--- config.mk ---
export PLATFORM = sky130hd
export DESIGN_NAME = countdown_timer
export DESIGN_NICKNAME = d
export VERILOG_FILES = /design/src/rtl/countdown_timer.sv
export SDC_FILE = /design/constraint.sdc
export NUM_CORES = 1
export LEC_CHECK = 0
export BUFFER_PORTS_ARGS = -buffer_cell sky130_fd_sc_hd__buf_2
export CORE_MARGIN = 5
export CORE_UTILIZATION = 46
export CTS_BUF_LIST = sky130_fd_sc_hd__clkbuf_8 sky130_fd_sc_hd__clkbuf_16
export CTS_CLUSTER_SIZE = 28
export DETAILED_ROUTE_END_ITERATION = 6
export HOLD_SLACK_MARGIN = 0.06
export PLACE_DENSITY = 0.73
export SLEW_MARGIN = 15
export SYNTH_ARGS = -nofsm -noshare
export SYNTH_HDL_FRONTEND = slang
export SYNTH_SLANG_ARGS = --single-unit
--- constraint.sdc ---
create_clock -name clk -period 2 [get_ports clk]
set_input_delay 0 -clock clk [delete_from_list [all_inputs] [get_ports clk]]
set_output_delay 0 -clock clk [all_outputs]
set_load 0.01 [all_outputs]
--- src/rtl/countdown_timer.sv ---
`default_nettype none
// ============================================================================
// Module   : countdown_timer
// Purpose  : Loadable down-counter with a one-cycle terminal-count pulse and
//            optional auto-reload. Counts from a programmed value down to
//            zero; used for timeouts and interval generation.
// Revision : 1.0 - initial release
// ----------------------------------------------------------------------------
// Ports
//   clk          in   1      system clock, rising-edge active
//   rst          in   1      asynchronous reset, active low
//   load         in   1      capture load_value into count and reload register
//   load_value   in   WIDTH  value captured on load
//   start        in   1      restart from the stored reload value
//   abort        in   1      stop and clear the counter (reload value kept)
//   enable       in   1      count enable; low freezes the count
//   auto_reload  in   1      at terminal count, reload and keep running
//   count        out  WIDTH  current counter value (registered)
//   busy         out  1      high while running or paused (registered)
//   done         out  1      one-cycle pulse at terminal count (registered)
// ============================================================================
module countdown_timer #(
  parameter int WIDTH = 4
) (
  input  logic             clk,
  input  logic             rst,
  input  logic             load,
  input  logic [WIDTH-1:0] load_value,
  input  logic             start,
  input  logic             abort,
  input  logic             enable,
  input  logic             auto_reload,
  output logic [WIDTH-1:0] count,
  output logic             busy,
  output logic             done
);

  localparam logic [WIDTH-1:0] C_ZERO = '0;
  localparam logic [WIDTH-1:0] C_ONE  = {{(WIDTH-1){1'b0}}, 1'b1};

  typedef enum logic [1:0] {
    S_IDLE  = 2'd0,
    S_RUN   = 2'd1,
    S_PAUSE = 2'd2
  } state_t;

  state_t           state_q, state_d;
  logic [WIDTH-1:0] count_q, count_d;
  logic [WIDTH-1:0] reload_q, reload_d;
  logic             busy_q, busy_d;
  logic             done_q, done_d;
  state_t           w_go_state;

  // Entering the countdown (load or start) lands in RUN only when enabled,
  // otherwise it parks in PAUSE until enable rises.
  assign w_go_state = enable ? S_RUN : S_PAUSE;

  always_comb begin
    state_d  = state_q;
    count_d  = count_q;
    reload_d = reload_q;
    done_d   = 1'b0;

    if (abort) begin
      count_d = C_ZERO;
      state_d = S_IDLE;
    end else if (load) begin
      reload_d = load_value;
      count_d  = load_value;
      state_d  = (load_value != C_ZERO) ? w_go_state : S_IDLE;
    end else if (start && (reload_q != C_ZERO)) begin
      count_d = reload_q;
      state_d = w_go_state;
    end else begin
      case (state_q)
        S_RUN: begin
          if (!enable) begin
            state_d = S_PAUSE;
          end else if (count_q > C_ONE) begin
            count_d = count_q - C_ONE;
          end else if (count_q == C_ONE) begin
            done_d = 1'b1;
            if (auto_reload) begin
              count_d = reload_q;
            end else begin
              count_d = C_ZERO;
              state_d = S_IDLE;
            end
          end else begin
            // A zero count while running cannot be reached normally; park safely.
            state_d = S_IDLE;
          end
        end
        // Resuming from PAUSE costs one edge: decrement begins on the next one.
        S_PAUSE: begin
          if (enable) begin
            state_d = S_RUN;
          end
        end
        S_IDLE: begin
        end
        default: begin
          state_d = S_IDLE;
        end
      endcase
    end

    busy_d = (state_d == S_RUN) || (state_d == S_PAUSE);
  end

  always_ff @(posedge clk or negedge rst) begin
    if (!rst) begin
      state_q  <= S_IDLE;
      count_q  <= C_ZERO;
      reload_q <= C_ZERO;
      busy_q   <= 1'b0;
      done_q   <= 1'b0;
    end else begin
      state_q  <= state_d;
      count_q  <= count_d;
      reload_q <= reload_d;
      busy_q   <= busy_d;
      done_q   <= done_d;
    end
  end

  assign count = count_q;
  assign busy  = busy_q;
  assign done  = done_q;

endmodule
`default_nettype wire

# Word level (Yosys, flattened, before mapping)
# Cells that the tools add are included.
# classes
n_addsub,1
magnitude_cmp,1
eq_ne,5
muxes,26
n_bitwise,1
n_reduce_logical,10
# ops
op,n
$mux 4,8
$mux 2,10
$reduce_bool 4->1,4
$mux 1,7
$pmux 2 s3,1
$reduce_bool 5->1,1
$eq 2x1->1 const B,2
$eq 2x2->1 const B,2
$eq 4x1->1 const B,1
$gt 4x1->1 const B,1
$sub 4x1->4 const B,1
$reduce_and 3->1,1
$logic_not 2->1,1
$reduce_and 2->1,1
$logic_and 1x1->1,1
$logic_or 1x1->1,1
$not 1->1,1
# word_totals
reg_bits,12
input_bits,11
out_inout_bits,6
wordCells,49

# Logic depth before layout (Yosys ltp)
# logic_depth
depth_word,10
ltp_mapped,6
mapped_depth_nobuf,6

# Worst setup path after synthesis
# No wires, ideal clock.
# synth_timing
path_type,flip-flop to flip-flop
from,register count_q[1] (netlist: count[1])
to,register count_q[3] (netlist: count[3])
setup_ns,0.128
arrival_ns,2.018
t_required_ns,1.872
setup_slack_ns,-0.146
stages_incl_launch_ff,6
n_path_buf,0
synth_period_minus_slack_ns,2.146
path_cell_list,dfrtp_1 -> inv_1 -> ha_1 -> or4b_1 -> a2111o_1 -> mux2_1
# synth_between
elab_chain_len,7
elab_cells_between_ends,11
classes_between,add/sub: 1; order compare: 1; eq/ne: 1; mux: 6; reduce/logical: 2
# synth_rtl
element,line,rtl
from (decl),48,"logic [WIDTH-1:0] count_q, count_d;"
from (signal assigned),120,count_q <= count_d;
$sub 4x1->4 / $gt 4x1->1 (equally long branches),"80, 79",
$mux 4,79,end else if (count_q > C_ONE) begin
$mux 4,77,if (!enable) begin
$mux 4,75,case (state_q)
$mux 4,71,end else if (start && (reload_q != C_ZERO)) begin
$mux 4,67,end else if (load) begin
$mux 4,64,if (abort) begin
# Parallel ways exist; a longest one is shown, timed or not. The select of a mux whose other input is x is not followed.
# A chain may end at the register's enable or synchronous reset.

# Worst setup path after layout
# layout_timing
from,register count_q[0] (netlist: count[0])
to,register count_q[3] (netlist: count[3])
# Same word-level chain as after synthesis.

==> out/results.txt <==
Post-route DRC -> 0
Core Util, Final -> 70.3%
worst hold path class -> input pin to flop
Placed Area -> 880 sq um
Overflow after GRT -> 0
worst r2r path cells -> 5
full die area -> 0.00248 sq mm
max_cap viols -> 0
R2R Path End -> count[3]
kind of critical path -> flop to flop
first-pass GRT wire length -> 3150 um
Max-slew headroom -> 65.6%
# rows -> 14
Worst Hold Slack -> 134 ps
post-DP HPWL -> 1280 um
register area -> 302 sq um
Pre-antenna DRT Iters -> 4
Inst Count DP -> 113
root buffer cell -> clkbuf_8
CP Capture Type -> flop
global placement routability congestion -> 0.846
Yosys warning count -> 0
CTS tree -> yes
WP data arrival -> 2140 ps
area of the multi-input gates -> 459 sq um
met1 usage -> 22.2%
CTS Buffer Depth -> 2
core area -> 0.00151 sq mm
die width -> 49.8 um
Netlist Area Pre-Place -> 727 sq um
r2r setup slk -> -10 ps
Hold Fails Final Rpt -> 0
DIE HEIGHT -> 49.8 um
clock latency on the worst-skew pair -> 240 ps
HP Start -> abort
maximum number of pins on one net before global-route repair -> 13
Max IR drop VDD -> 416 uV
Via density -> 5.84
GRT Max-Usage Layer -> met2
Yosys top cell by area -> dfrtp_1
Pins Over Slew Limit -> 0
post-route cell area -> 0.00106 sq mm
clock-pin slew on the worst setup and hold paths -> 50 ps
Iteration-0 DRC Markers -> 19
slowest stage delay, CP -> 480 ps
Yosys reg bits -> 12
H-Tree Depth -> 1
static leakage -> 0.478 nW
Avg Synthesized Cell Area -> 9.57 sq um
Yosys cell types -> 32
skew final -> 1.54 ps
Area Overhead vs Synth -> 45.6%
Achievable Freq -> 497 MHz
status -> complete, but fails checks
input/output buffers -> 16
violated checks -> setup timing
vias in the first global route -> 700
Critical Path Source Type -> flop
Post-Syn Nets -> 89
Hold Crit Depth -> 3
Min-Delay Endpoint -> count[1]
post-synth top area share -> 41.3%
met3 usage -> 2.71%
Sink Count -> 12
Fillers -> 123
setup_tns -> -11.3 ps
Total GRT Usage -> 16.4%
layout cell share with drive strength beyond 1 -> 41.3%
# IOs -> 17
final setup fails -> 2
CP cell instances -> inv_2, ha_4, or4b_4, a2111o_1, mux2_4
Starting Density -> 48.3%
NumNets Final -> 123
setup ws final -> -10.5 ps
cells after synthesis -> 76
main area contributors after synthesis -> dfrtp_1 (41%), mux2_2 (6.2%), nor2_1 (5.7%)
GR met2 Demand/Resource -> 25.0%
CP max FO -> 4
Avg WL per Cell -> 15.3 um
power per cell area -> 787 mW/mm^2
Final Instance Count excl. Fillers -> 125
most common cell after layout, fill and taps aside -> buf_2
most frequent cells in the layout -> buf_2 (16), dfrtp_1 (11), nor2_1 (8), buf_4 (8), dlygate4sd3_1 (6)
worst-margin pin slew -> 509 ps
post-layout minimum cycle time -> 2010 ps
ANT nets after route -> 0
post-synthesis sequential area ratio -> 41.3%
TritonCTS buffer count -> 3
WL final -> 1910 um
reg-to-reg startpoint -> count[0]
via count -> 730
# diodes -> 0
initial antenna violation count -> 0
WP data required -> 2130 ps
RSZ-0062 raised after global routing -> true
Slowest-stage cell, CP -> a2111o_1
final worst-path cycle share -> 101%
## through the flow
step	worst slack, ps	power [mW]
floorplan	-22.8	0.428
global placement	79.4	0.512
detailed placement	13.9	0.515
CTS	6.24	0.797
global route	-51.4	0.878
finish	-10.5	0.833
## what timing repair did
action / in CTS / in global routing
hold buffers: 6 / 0
endpoints found under the hold margin: 19 / 0
gates resized for setup: 1 / 11
buffers inserted: 0 / 2
setup endpoints to repair: 2 / 4
pin swaps: 0 / 1
gates cloned: 0 / 0
## worst max-delay path, delay by kind of cell, from the launching register on
kind | cells | cell delay (ps)
and+or+nand+nor | 1 | 450
adders and majority gates | 1 | 130
buffers and inverters | 1 | 80
muxes | 1 | 310
AOI/OAI and AO/OA | 1 | 480
DFF | 1 | 440
## cells by family after synthesis
logic type,share of synthesized area (%)
muxes,9.12
and+or+nand+nor,22.7
buffers and inverters,2.58
AOI/OAI and AO/OA,20.8
DFF,41.3
adders and majority gates,3.44
## how the worst max path moves through the flow
stage,start,to,slack [ps],cells past startpoint
after global routing,count[0],count[0],-50,7
after detailed placement,count[0],count[2],10,7
after floorplan,count[1],count[3],-20,5
after CTS,count[0],count[0],6,6
final,count[0],count[3],-10,5
after global placement,count[0],count[3],80,5
## cell type report
type | instances | share of cell area (%)
repair buffers | 31 | 20.0
flip-flops and latches | 12 | 28.5
clock buffers | 4 | 5.20
well taps | 16 | 1.89
inverters | 3 | 1.06
multi-input cells | 59 | 43.4
## registers in the layout (all words and copies together), names as in the netlist
name	cells
count	4
reload_q	4
done	1
state_q	2
busy	1
## synthesized netlist by cell type, drive strengths merged
cell    number
o41ai        2
nor2b        4
nor4         1
or2          1
and4         1
and3b        1
a22oi        1
nand2        3
and3         1
o41a         1
a21oi        4
nor2        11
o221ai       1
a2111o       1
a311oi       1
inv          3
o31ai        1
clkbuf       2
nor3b        1
a21o         2
ha           2
mux2i        1
mux2         5
a31oi        3
o211ai       2
dfrtp       12
nor3         2
or4b         1
nand4b       1
nand3        3
o31a         1
## power breakdown
part	leakage (nW)	switching (mW)	internal (mW)	total, mW
Combinational	0.300	0.133	0.133	0.266
Sequential	0.149	0.0262	0.272	0.299
Clock	0.0288	0.0942	0.174	0.268
## metal layers
metal  vias to the layer above  part of all wire (%)
li1                        355                     -
met1                       340                    44
met2                        30                    49
met3                         5                   4.8
met4                         0                   2.1
met5                         -                     0
No activity file was read; power rests on OpenSTA's default activity.
